--- config.mk ---
export PLATFORM = sky130hd
export DESIGN_NAME = gate_arbiter_flat
export DESIGN_NICKNAME = d
export VERILOG_FILES = /design/src/rtl/lot_pkg.sv /design/src/rtl/gate_arbiter_if.sv /design/src/rtl/gate_timer.sv /design/src/rtl/gate_arbiter.sv /design/src/flat_wrapper.sv
export SDC_FILE = /design/constraint.sdc
export NUM_CORES = 1
export LEC_CHECK = 0
export ABC_AREA = 0
export CORE_MARGIN = 2
export CORE_UTILIZATION = 50
export CTS_CLUSTER_DIAMETER = 200
export DETAILED_ROUTE_END_ITERATION = 8
export PLACE_DENSITY = 0.8
export SKIP_CTS_REPAIR_TIMING = 1
export SLEW_MARGIN = 40
export SYNTH_ARGS = -nofsm -noshare
export SYNTH_HDL_FRONTEND = slang
export SYNTH_SLANG_ARGS = --single-unit
--- constraint.sdc ---
create_clock -name clk -period 2.9 [get_ports clk]
set_input_delay 0.58 -clock clk [delete_from_list [all_inputs] [get_ports clk]]
set_output_delay 0.58 -clock clk [all_outputs]
set_load 0.1 [all_outputs]
--- src/rtl/lot_pkg.sv ---
`default_nettype none
// ============================================================================
//  Module      : lot_pkg
//  Description : Types and constants shared by the parking-lot gate logic.
//                COUNT_W  - width of the occupancy count (fits 0..99).
//                state_e  - gate arbiter FSM states.
//                lane_e   - lane identifier, used for the last-grant pointer.
//  Revision    : 1.0 - initial release
// ============================================================================
package lot_pkg;

    localparam int COUNT_W = 7;

    typedef enum logic [1:0] {
        IDLE     = 2'd0,
        OPEN_IN  = 2'd1,
        OPEN_OUT = 2'd2,
        SETTLE   = 2'd3
    } state_e;

    typedef enum logic [0:0] {
        LANE_IN  = 1'b0,
        LANE_OUT = 1'b1
    } lane_e;

endpackage : lot_pkg
`default_nettype wire

--- src/rtl/gate_arbiter_if.sv ---
`default_nettype none
// ============================================================================
//  Module      : gate_arbiter_if
//  Description : Lane/gate signal bundle between the lot controller and the
//                gate arbiter.
//                req_in / req_out  : lane car-present levels
//                pass              : car cleared the gate
//                grant_in/grant_out: lane owning the gate
//                gate_open         : barrier raised
//                count / full      : occupancy and lot-full flag
//                err               : one-cycle error pulse
//                Modports: master (controller side), slave (arbiter side).
//  Revision    : 1.0 - initial release
// ============================================================================
interface gate_arbiter_if;
    import lot_pkg::*;

    logic               req_in;
    logic               req_out;
    logic               pass;
    logic               grant_in;
    logic               grant_out;
    logic               gate_open;
    logic [COUNT_W-1:0] count;
    logic               full;
    logic               err;

    modport master (
        output req_in, req_out, pass,
        input  grant_in, grant_out, gate_open, count, full, err
    );

    modport slave (
        input  req_in, req_out, pass,
        output grant_in, grant_out, gate_open, count, full, err
    );

endinterface : gate_arbiter_if
`default_nettype wire

--- src/rtl/gate_timer.sv ---
`default_nettype none
// ============================================================================
//  Module      : gate_timer
//  Description : Gate-open window counter. Held at zero while clear_i is
//                high; otherwise counts one per cycle and raises expire_o
//                during the CYCLES-th counted cycle (count == CYCLES-1).
//  Ports       : clk      - system clock
//                rst_n    - asynchronous active-low reset
//                clear_i  - hold the counter at zero
//                expire_o - window exhausted (combinational from count)
//  Revision    : 1.0 - initial release
// ============================================================================
module gate_timer #(
    parameter int CYCLES = 8
) (
    input  wire logic clk,
    input  wire logic rst_n,
    input  wire logic clear_i,
    output logic      expire_o
);

    localparam int          W      = (CYCLES > 2) ? $clog2(CYCLES) : 1;
    localparam logic [W-1:0] LAST_C = W'(CYCLES - 1);

    logic [W-1:0] cnt_q;
    logic [W-1:0] cnt_d;

    assign expire_o = !clear_i && (cnt_q == LAST_C);

    always_comb begin
        cnt_d = cnt_q;
        if (clear_i) begin
            cnt_d = '0;
        end else if (!expire_o) begin
            cnt_d = cnt_q + 1'b1;
        end
    end

    always_ff @(posedge clk or negedge rst_n) begin
        if (!rst_n) begin
            cnt_q <= '0;
        end else begin
            cnt_q <= cnt_d;
        end
    end

endmodule : gate_timer
`default_nettype wire

--- src/rtl/gate_arbiter.sv ---
`default_nettype none
// ============================================================================
//  Module      : gate_arbiter
//  Description : Shares one barrier gate between the entry and exit lanes
//                and owns the lot occupancy count. One lane is granted at a
//                time (round-robin on ties, entry blocked while full); the
//                gate stays open until pass (or timeout), then closes for
//                one SETTLE cycle before the next arbitration.
//  Ports       : clk   - system clock, rising edge
//                rst_n - asynchronous active-low reset
//                bus   - gate_arbiter_if.slave (requests, pass, grants,
//                        gate_open, count, full, err)
//  Parameters  : CAPACITY    - maximum occupancy (<= 99)
//                OPEN_CYCLES - gate-open window before timeout (>= 2)
//  Build macro : GATE_TIMEOUT_EN - when defined, an open gate without pass
//                is aborted after OPEN_CYCLES cycles with an err pulse;
//                otherwise the gate waits for pass indefinitely.
//  Revision    : 1.0 - initial release
// ============================================================================
module gate_arbiter
    import lot_pkg::*;
#(
    parameter int CAPACITY    = 99,
    parameter int OPEN_CYCLES = 8
) (
    input  wire logic      clk,
    input  wire logic      rst_n,
    gate_arbiter_if.slave  bus
);

    // Elaboration-time parameter sanity checks.
    if (CAPACITY < 0 || CAPACITY > 99 || CAPACITY >= (1 << COUNT_W)) begin : g_bad_capacity
        $error("gate_arbiter: CAPACITY out of range");
    end
    if (OPEN_CYCLES < 2) begin : g_bad_open_cycles
        $error("gate_arbiter: OPEN_CYCLES must be at least 2");
    end

    localparam logic [COUNT_W-1:0] CAP_C = COUNT_W'(CAPACITY);

    state_e             state_q, state_d;
    lane_e              last_q,  last_d;
    logic [COUNT_W-1:0] count_q, count_d;
    logic               err_q,   err_d;

    logic               open_w;
    logic               full_w;
    logic               timeout_w;

    assign open_w = (state_q == OPEN_IN) || (state_q == OPEN_OUT);
    assign full_w = (count_q == CAP_C);

`ifdef GATE_TIMEOUT_EN
    // Held clear outside OPEN_x, so it restarts from zero on every grant.
    gate_timer #(
        .CYCLES (OPEN_CYCLES)
    ) u_timer (
        .clk      (clk),
        .rst_n    (rst_n),
        .clear_i  (!open_w),
        .expire_o (timeout_w)
    );
`else
    assign timeout_w = 1'b0;
`endif

    // ------------------------------------------------------------------
    // Next-state, pointer, occupancy and error logic
    // ------------------------------------------------------------------
    always_comb begin
        state_d = state_q;
        last_d  = last_q;
        count_d = count_q;
        err_d   = 1'b0;

        unique case (state_q)
            IDLE: begin
                // Entry is only eligible while the lot has room.
                if (bus.req_in && !full_w && bus.req_out) begin
                    state_d = (last_q == LANE_OUT) ? OPEN_IN : OPEN_OUT;
                end else if (bus.req_in && !full_w) begin
                    state_d = OPEN_IN;
                end else if (bus.req_out) begin
                    state_d = OPEN_OUT;
                end
            end

            OPEN_IN: begin
                // pass takes priority over a coincident timeout.
                if (bus.pass) begin
                    state_d = SETTLE;
                    last_d  = LANE_IN;
                    if (count_q != CAP_C) begin
                        count_d = count_q + 1'b1;
                    end
                end else if (timeout_w) begin
                    state_d = SETTLE;
                    last_d  = LANE_IN;
                    err_d   = 1'b1;
                end
            end

            OPEN_OUT: begin
                if (bus.pass) begin
                    state_d = SETTLE;
                    last_d  = LANE_OUT;
                    if (count_q == '0) begin
                        // Car left an already-empty lot: flag it, keep zero.
                        err_d = 1'b1;
                    end else begin
                        count_d = count_q - 1'b1;
                    end
                end else if (timeout_w) begin
                    state_d = SETTLE;
                    last_d  = LANE_OUT;
                    err_d   = 1'b1;
                end
            end

            SETTLE: begin
                state_d = IDLE;
            end

            default: begin
                state_d = IDLE;
            end
        endcase
    end

    always_ff @(posedge clk or negedge rst_n) begin
        if (!rst_n) begin
            state_q <= IDLE;
            last_q  <= LANE_OUT;
            count_q <= '0;
            err_q   <= 1'b0;
        end else begin
            state_q <= state_d;
            last_q  <= last_d;
            count_q <= count_d;
            err_q   <= err_d;
        end
    end

    // ------------------------------------------------------------------
    // Moore outputs
    // ------------------------------------------------------------------
    assign bus.grant_in  = (state_q == OPEN_IN);
    assign bus.grant_out = (state_q == OPEN_OUT);
    assign bus.gate_open = open_w;
    assign bus.count     = count_q;
    assign bus.full      = full_w;
    assign bus.err       = err_q;

endmodule : gate_arbiter
`default_nettype wire

--- src/flat_wrapper.sv ---
// flat-port wrapper written by rule: the top's interface ports become plain ports
module gate_arbiter_flat import lot_pkg::*;
#(
    parameter int CAPACITY    = 99,
    parameter int OPEN_CYCLES = 8
)
  (clk, rst_n, bus_req_in, bus_req_out, bus_pass, bus_grant_in, bus_grant_out, bus_gate_open, bus_count, bus_full, bus_err);
  gate_arbiter_if bus_i ();
  input  wire logic clk;
  input  wire logic rst_n;
  input wire logic [$bits(bus_i.req_in)-1:0] bus_req_in;
  input wire logic [$bits(bus_i.req_out)-1:0] bus_req_out;
  input wire logic [$bits(bus_i.pass)-1:0] bus_pass;
  output wire logic [$bits(bus_i.grant_in)-1:0] bus_grant_in;
  output wire logic [$bits(bus_i.grant_out)-1:0] bus_grant_out;
  output wire logic [$bits(bus_i.gate_open)-1:0] bus_gate_open;
  output wire logic [$bits(bus_i.count)-1:0] bus_count;
  output wire logic [$bits(bus_i.full)-1:0] bus_full;
  output wire logic [$bits(bus_i.err)-1:0] bus_err;
  assign bus_i.req_in = bus_req_in;
  assign bus_i.req_out = bus_req_out;
  assign bus_i.pass = bus_pass;
  assign bus_grant_in = bus_i.grant_in;
  assign bus_grant_out = bus_i.grant_out;
  assign bus_gate_open = bus_i.gate_open;
  assign bus_count = bus_i.count;
  assign bus_full = bus_i.full;
  assign bus_err = bus_i.err;
  gate_arbiter #(.CAPACITY(CAPACITY), .OPEN_CYCLES(OPEN_CYCLES)) u_core (.clk(clk), .rst_n(rst_n), .bus(bus_i));
endmodule
==> results of run 1 <==
[metrics by stage]
step | hold slack (ns) | setup slack (ns) | utilization [%] | instance area, sq um
floorplan | 0.284 | 0.0837 | - | 852
global placement | 0.524 | 0.852 | 62.6 | 965
detailed placement | 0.536 | 0.675 | 62.6 | 965
CTS | 0.549 | 0.611 | 64.3 | 991
global route | 0.585 | 0.316 | 64.3 | 991
finish | 0.543 | 0.617 | 64.3 | 991
[cell type report]
| type | instances | area [sq um] |
|---|---|---|
| Multi-Input combinational cell | 65 | 500 |
| Clock buffer | 4 | 26.3 |
| Sequential cell | 11 | 277 |
| Timing Repair Buffer | 16 | 130 |
| Inverter | 10 | 37.5 |
| Fill cell | 143 | 551 |
| Tap cell | 16 | 20.0 |
[path summary, 6_finish.rpt]
kind                                             to                start  cells past startpoint  slack (ns)
worst max-delay path                       bus_full  u_core.bus.count[2]                      3        0.62
worst min register to register  u_core.bus.count[6]  u_core.bus.count[6]                      1        0.54
worst min-delay path            u_core.bus.count[6]  u_core.bus.count[6]                      1        0.54
max in group asynchronous             u_core.last_q                rst_n                      1        1.88
worst max register to register  u_core.bus.count[6]    u_core.state_q[0]                      7        0.68
min in group asynchronous       u_core.bus.count[6]                rst_n                      1        0.65
[cells by family after synthesis]
group	synth area share, %
AOI/OAI and AO/OA	27.3
and+or+nand+nor	11.7
buffers and inverters	8.89
DFF	32.7
xor gates and xnor gates	5.19
muxes	6.81
adders and majority gates	7.41
[per-layer routing]
layer,track usage [%],vias to the layer above,routed length (um)
met2,35.1,24,901
li1,-,366,-
met4,7.06,0,14
met1,30.5,368,912
met3,4.40,2,130
met5,0,-,0
[sequential cells by signal, indices dropped and copies added, names as in the netlist]
name / count
u_core.bus.err: 1
u_core.bus.count: 7
u_core.state_q: 2
u_core.last_q: 1
[layout by cell type, fill, tap and decap left out, drive strengths merged, types with 2 or more instances in the layout]
| master | synthesis | layout |
|---|---|---|
| buf | 3 | 12 |
| inv | 10 | 10 |
| dfrtp | 10 | 10 |
| o21ai | 8 | 8 |
| a21oi | 6 | 6 |
| ha | 5 | 5 |
| clkdlybuf4s50 | 0 | 4 |
| nor2 | 4 | 4 |
| clkbuf | 3 | 4 |
| xnor2 | 3 | 3 |
| mux2 | 3 | 3 |
| xor2 | 2 | 2 |
| nand4 | 2 | 2 |
| nand2b | 2 | 2 |
| mux2i | 2 | 2 |
| o21a | 2 | 2 |
| nand2 | 2 | 2 |
| a211o | 2 | 2 |
| o2bb2ai | 2 | 2 |
| nor3 | 2 | 2 |
| or3 | 2 | 2 |
| o221ai | 2 | 2 |
==> impl_metrics.csv, run 1 <==
group,metric,value,unit
floorplanning,die-area,2030,sq um
detailed_routing,drc,0,
synth,syn_nets,102,
setup_path,cp_slowest_stage_delay,0.52,ns
place,place.gp.congestion,0.839,
clocking,cts-root-buf,"clkbuf_4",
clocking,cts_made_buffers,3,
grt,antenna_found_initial,0,
timing,skew,0.00202,ns
setup_path,criticalPathCategory,"register to primary output",
synth,ys.flop_type,"dfrtp_1",
synth,netlist.area_leader.share,29.6,%
synth,async_reset_ff_share,100,%
place,dp_hpwl,1.44,mm
timing,drv_slew,0,
cells_and_area,area_delta_synth_final,17.3,%
setup_path,arrival,1.70,ns
grt,grt_pass1_vias,703,
floorplanning,core_area,1540,sq um
synth,yosys.area.top_type,"dfrtp_1",
min_path,hold_class,"register to register",
timing,fmax,438,MHz
synth,synthTopCellsByArea,"dfrtp_1 30%, ha_1 7.4%, inv_1 4.4%",
clocking,h-tree-depth,1,
synth,synthCells,92,
grt,gr-total-overflow,0,
setup_path,cp_slowest_cell,"dfrtp_1",
floorplanning,rows,14,
setup_path,crit_buf_inv,1,
floorplanning,die_h,45.1,um
clocking,cts.clk_slew.worst_paths,0.08,ns
clocking,cts_sinks,11,
detailed_routing,vias,760,
cells_and_area,final_nets,117,
cells_and_area,layoutNonFillerInstCount,122,
timing,fin_crit,2.28,ns
place,place_inst,118,
timing,hold_viol,0,
synth,synth-edff-count,0,
setup_path,path_max_fanout,13,
timing,max_slew.worst_pin.slew,0.583,ns
status,status,"completed",
floorplanning,die_w,45.1,um
grt,grt_first_pass_wirelength,3.22,mm
detailed_routing,routed_wl,1.96,mm
floorplanning,initial_core_util,54.8,%
clocking,clockBufferDepth,2,
timing,period_share,78.7,%
synth,avgSynthCellArea,9.18,sq um
clocking,cts_tree,"built",
clocking,insertion_delay,0.27,ns
timing,fin_tns_setup,0,ns
timing,grt_setup_unrepaired,"false",
synth,synthesis.area,845,sq um
synth,yosys_warnings,0,
floorplanning,pin_count,17,
cells_and_area,diodes,0,
detailed_routing,viasPerCell,6.23,
detailed_routing,initialDrtViolationCount,29,
grt,grt_max_degree,15,
detailed_routing,ant_nets,0,
setup_path,startpoint_type,"register",
synth,yosysUniqueCellTypes,41,
setup_path,cp_top_family,"simple AND/OR/NAND/NOR gates",
setup_path,worstPathRequired,2.32,ns
detailed_routing,drt_first_pass_iters,4,
grt,track_usage,22.2,%
timing,setup_viol,0,
synth,ys_seq_area_share,32.7,%
synth,ys_ff_latch,11,
setup_path,end_kind,"primary output",
place,portBuffers,16,
detailed_routing,routedWlPerCell,16.1,um
synth,ys_top_cells_by_count,"10 x dfrtp_1, 10 x inv_1, 7 x o21ai_0",
cells_and_area,drive_above_1_share,20.8,%
timing,relSlewSlack,60.7,%
flow_run,drv_cap,0,
setup_path,path_cells,"or3_4, nor2_4, buf_4",
Power of run 1 is left out: the tool's default activity adds up to more than one toggle a clock period on the data nets, which glitch-free logic cannot reach.
==> run 2: changes to the inputs <==
==> constraint.sdc (replaced) <==
create_clock -name clk -period 2.2 [get_ports clk]
set_input_delay 0.44 -clock clk [delete_from_list [all_inputs] [get_ports clk]]
set_output_delay 0.44 -clock clk [all_outputs]
set_load 0.1 [all_outputs]
==> run 2 against run 1 <==
Non-clock buffer count is the same. Final area rose by 7.8%. First-iteration DRC count up 48%. Die area unchanged. Critical path depth unchanged. Cell count stayed put. Hold slack got worse by 0.053 ns. Critical path type unchanged. Flip-flop and latch count unchanged. Largest cell class unchanged.
==> impl_metrics.csv, run 2 (synthesis results as in run 1) <==
group,metric,value,unit
floorplanning,pin_count,17,
detailed_routing,vias,779,
grt,track_usage,23.4,%
setup_path,end_kind,"primary output",
clocking,insertion_delay,0.28,ns
setup_path,crit_cells,3,
setup_path,cp_top_family,"simple AND/OR/NAND/NOR gates",
timing,skew,0.0162,ns
cells_and_area,largest_reg_flops,7,
grt,met3_usage,4.00,%
cells_and_area,diodes,0,
setup_path,startpoint_type,"register",
timing,fin_crit,2.02,ns
clocking,cts-root-buf,"clkbuf_4",
clocking,cts.clk_slew.worst_paths,0.09,ns
timing,period_share,91.7,%
setup_path,path_cells,"or3_4, nor2_4, buf_12",
cells_and_area,fin_util,69.3,%
clocking,cts_made_buffers,3,
clocking,clockBufferDepth,2,
timing,grt_setup_unrepaired,"false",
grt,use_met2,34.3,%
grt,grt_max_degree,15,
detailed_routing,ant_nets,0,
setup_path,criticalPathCategory,"register to primary output",
place,dp_hpwl,1.52,mm
place,portBuffers,16,
setup_path,cp_slowest_cell,"dfrtp_2",
timing,setup_viol,0,
grt,busiest_layer,"met1",
timing,fmax,496,MHz
clocking,cts_tree,"built",
grt,grt_util_met1,34.4,%
detailed_routing,drc,0,
flow_run,drv_cap,0,
setup_path,reg2regPathDepth,7,
timing,relSlewSlack,64.4,%
grt,grt_pass1_vias,723,
timing,hold_viol,0,
detailed_routing,initialDrtViolationCount,43,
grt,grt_first_pass_wirelength,3.40,mm
setup_path,path_max_fanout,13,
detailed_routing,drt_first_pass_iters,4,
floorplanning,die-area,2030,sq um
detailed_routing,routedWlPerCell,16.0,um
min_path,hold_class,"input pin to async pin",
place,place.gp.congestion,0.838,
setup_path,crit_buf_inv,1,
floorplanning,initial_core_util,54.8,%
timing,max_slew.worst_pin.slew,0.529,ns
floorplanning,rows,14,
floorplanning,core_area,1540,sq um
cells_and_area,area_delta_synth_final,26.5,%
clocking,h-tree-depth,1,
detailed_routing,viasPerCell,6.39,
cells_and_area,layout_commonest_cell,"inv_1",
timing,fin_hold_ws,0.490,ns
timing,drv_slew,0,
cells_and_area,drive_above_1_share,31.1,%
cells_and_area,final_nets,117,
floorplanning,die_w,45.1,um
setup_path,worstPathRequired,1.76,ns
grt,gr-total-overflow,0,
clocking,cts_sinks,11,
cells_and_area,final_cell_mix,"10 x inv_1, 8 x buf_4, 7 x o21ai_0, 7 x dfrtp_2, 6 x a21oi_1",
setup_path,cp_slowest_stage_delay,0.51,ns
detailed_routing,routed_wl,1.95,mm
floorplanning,die_h,45.1,um
status,status,"completed",
grt,antenna_found_initial,0,
setup_path,arrival,1.58,ns
[run 2: through the flow]
stage / setup WS (ns) / std cells / instance area (sq um) / setup TNS [ns]
floorplan: -0.0308 / 92 / 888 / -0.0308
global placement: 0.304 / 118 / 1040 / 0
detailed placement: 0.232 / 118 / 1040 / 0
CTS: 0.191 / 122 / 1070 / 0
global route: 0.0619 / 122 / 1070 / 0
finish: 0.183 / 122 / 1070 / 0
[run 2: final timing paths]
| check | from | end | slack [ns] |
|---|---|---|---|
| min in group clk | u_core.bus.count[6] | u_core.bus.count[6] | 0.52 |
| worst min-delay path | rst_n | u_core.state_q[0] | 0.49 |
| worst max register to register | u_core.state_q[0] | u_core.bus.count[6] | 0.22 |
| worst max-delay path | u_core.bus.count[2] | bus_full | 0.18 |
| worst min register to register | u_core.bus.count[6] | u_core.bus.count[6] | 0.52 |
| max in group asynchronous | rst_n | u_core.bus.count[3] | 1.32 |
[run 2: per-layer routing]
| layer | wire, um | vias to the layer above |
|---|---|---|
| met1 | 907 | 378 |
| met5 | 0 | - |
| met3 | 97 | 7 |
| met4 | 34 | 0 |
| met2 | 908 | 29 |
| li1 | - | 365 |
[run 2: final cells by class]
type | instances | area [sq um]
multi-input cells | 65 | 518
fillers | 116 | 473
flip-flops and latches | 11 | 285
repair buffers | 16 | 180
inverters | 10 | 37.5
clock buffers | 3 | 22.5
well taps | 16 | 20.0
clock inverters | 1 | 5.00
Power of run 2 is left out for the same reason.
==> run 3: changes to the inputs <==
--- a/config.mk
+++ b/config.mk
@@ -10,6 +10,7 @@
 export CORE_UTILIZATION = 50
 export CTS_CLUSTER_DIAMETER = 200
 export DETAILED_ROUTE_END_ITERATION = 8
+export GPL_TIMING_DRIVEN = 0
 export PLACE_DENSITY = 0.8
 export SKIP_CTS_REPAIR_TIMING = 1
 export SLEW_MARGIN = 40
==> constraint.sdc (replaced) <==
create_clock -name clk -period 1.9 [get_ports clk]
set_input_delay 0.38 -clock clk [delete_from_list [all_inputs] [get_ports clk]]
set_output_delay 0.38 -clock clk [all_outputs]
set_load 0.1 [all_outputs]
==> run 3 against run 2 <==
The run now ends with setup timing left. Die area unchanged. Worst setup slack worse by 0.25 ns. Critical path depth up 6. Critical endpoint is now u_core.bus.count[6]. Largest cell class unchanged.
==> impl_metrics.csv, run 3 (synthesis results as in run 1) <==
group,metric,value,unit
setup_path,path_cells,"inv_2, ha_4, buf_8, xor2_2, ha_2, nand4_1, a211oi_2, o221ai_1, xnor2_1",
place,place.gp.congestion,0.887,
floorplanning,core_area,1540,sq um
timing,fin_hold_ws,0.439,ns
floorplanning,pin_count,17,
detailed_routing,drc,0,
clocking,cts_sinks,11,
timing,fin_crit,1.97,ns
place,portBuffers,16,
timing,grt_setup_unrepaired,"true",
grt,grt_max_degree,12,
detailed_routing,viasPerCell,6.42,
timing,period_share,104,%
grt,antenna_found_initial,0,
flow_run,drv_cap,0,
grt,track_usage,23.4,%
timing,hold_viol,0,
setup_path,worstPathRequired,2.06,ns
grt,grt_pass1_vias,753,
timing,max_slew.worst_pin.slew,0.509,ns
setup_path,r2r_slack,-0.07,ns
clocking,insertion_delay,0.27,ns
floorplanning,initial_core_util,54.8,%
status,status,"complete, but fails checks",
status,violations,"setup timing",
clocking,h-tree-depth,1,
detailed_routing,ant_nets,0,
detailed_routing,vias,847,
detailed_routing,initialDrtViolationCount,29,
clocking,cts.clk_slew.worst_paths,0.07,ns
setup_path,end_kind,"register",
clocking,cts_made_buffers,3,
clocking,cts-root-buf,"clkbuf_4",
clocking,clockBufferDepth,2,
floorplanning,die_w,45.1,um
clocking,cts_tree,"built",
timing,drv_slew,0,
floorplanning,die_h,45.1,um
floorplanning,die-area,2030,sq um
place,dp_hpwl,1.49,mm
cells_and_area,largest_reg_flops,7,
timing,fmax,508,MHz
timing,relSlewSlack,66.0,%
cells_and_area,final_nets,127,
floorplanning,rows,14,
detailed_routing,routed_wl,2.11,mm
setup_path,cp_slowest_cell,"dfrtp_1",
detailed_routing,routedWlPerCell,16.0,um
setup_path,crit_buf_inv,2,
min_path,hold_class,"input pin to async pin",
setup_path,startpoint_type,"register",
grt,gr-total-overflow,0,
cells_and_area,drive_above_1_share,45.7,%
setup_path,path_max_fanout,6,
timing,skew,0.00123,ns
setup_path,cp_top_family,"compound AO/OA/AOI/OAI gates",
grt,grt_first_pass_wirelength,3.45,mm
cells_and_area,fin_util,75.0,%
cells_and_area,area_delta_synth_final,36.9,%
detailed_routing,drt_first_pass_iters,4,
timing,finalWorstSetupSlack,-0.0695,ns
timing,setup_viol,2,
setup_path,cp_slowest_stage_delay,0.40,ns
setup_path,arrival,2.13,ns
cells_and_area,fillerInstances,111,
setup_path,criticalPathCategory,"register to register",
cells_and_area,final_cell_mix,"9 x inv_1, 9 x buf_2, 6 x a21oi_1, 6 x buf_4, 6 x dfrtp_2",
cells_and_area,diodes,0,
==> run 3: cell types whose count changed in the layout (fill, tap and decap cells not counted), moves of 2 or more <==
cell,delta
buf_12,-2
buf_2,+9
buf_4,-2
clkbuf_1,+2
clkbuf_4,+2
dfrtp_4,+2
ha_1,-2
o21a_1,-2
o21a_2,+2
o21ai_0,-3
o21ai_1,+2
==> run 3: path summary, 6_finish.rpt <==
| kind | from | to | cells past startpoint |
|---|---|---|---|
| worst max-delay path | u_core.state_q[0] | u_core.bus.count[6] | 9 |
| worst min-delay path | rst_n | u_core.bus.err | 1 |
| worst max register to register | u_core.state_q[0] | u_core.bus.count[6] | 9 |
| worst min register to register | u_core.bus.count[6] | u_core.bus.count[6] | 1 |
| max in group asynchronous | rst_n | u_core.bus.count[1] | 1 |
| min in group clk | u_core.bus.count[6] | u_core.bus.count[6] | 1 |
==> run 3: worst reg2reg max path, cell delays in order (launching register included) <==
cell and delay, ns:
dfrtp_1 0.40, inv_2 0.10, ha_4 0.16, buf_8 0.12
xor2_2 0.13, ha_2 0.25, nand4_1 0.12, a211oi_2 0.25
o221ai_1 0.17, xnor2_1 0.16
==> run 3: per-stage QoR <==
step           setup TNS (ns)  area [sq um]  cells  setup WS [ns]
5_1_grt                -0.243          1160    132         -0.141
4_1_cts                -0.953          1050    128         -0.390
2_1_floorplan          -0.953           907     92         -0.233
3_3_place_gp            -2.30          1090    124         -0.770
6_report              -0.0808          1160    132        -0.0695
3_5_place_dp           -0.492          1030    124         -0.185
==> run 3: cell type report <==
type,instances,area [sq um],share of cell area (%)
repair buffers,23,185,16.0
clock buffers,4,26.3,2.27
flip-flops and latches,11,292,25.2
well taps,16,20.0,1.73
inverters,10,37.5,3.25
plain buffers,3,23.8,2.06
multi-input cells,65,572,49.5
==> run 3: layer usage <==
metal	global-route usage (%)	routed length (um)
met1	32.1	900
met2	35.1	969
met3	3.60	196
met4	12.9	44
met5	0	0
Power of run 3 is left out for the same reason.
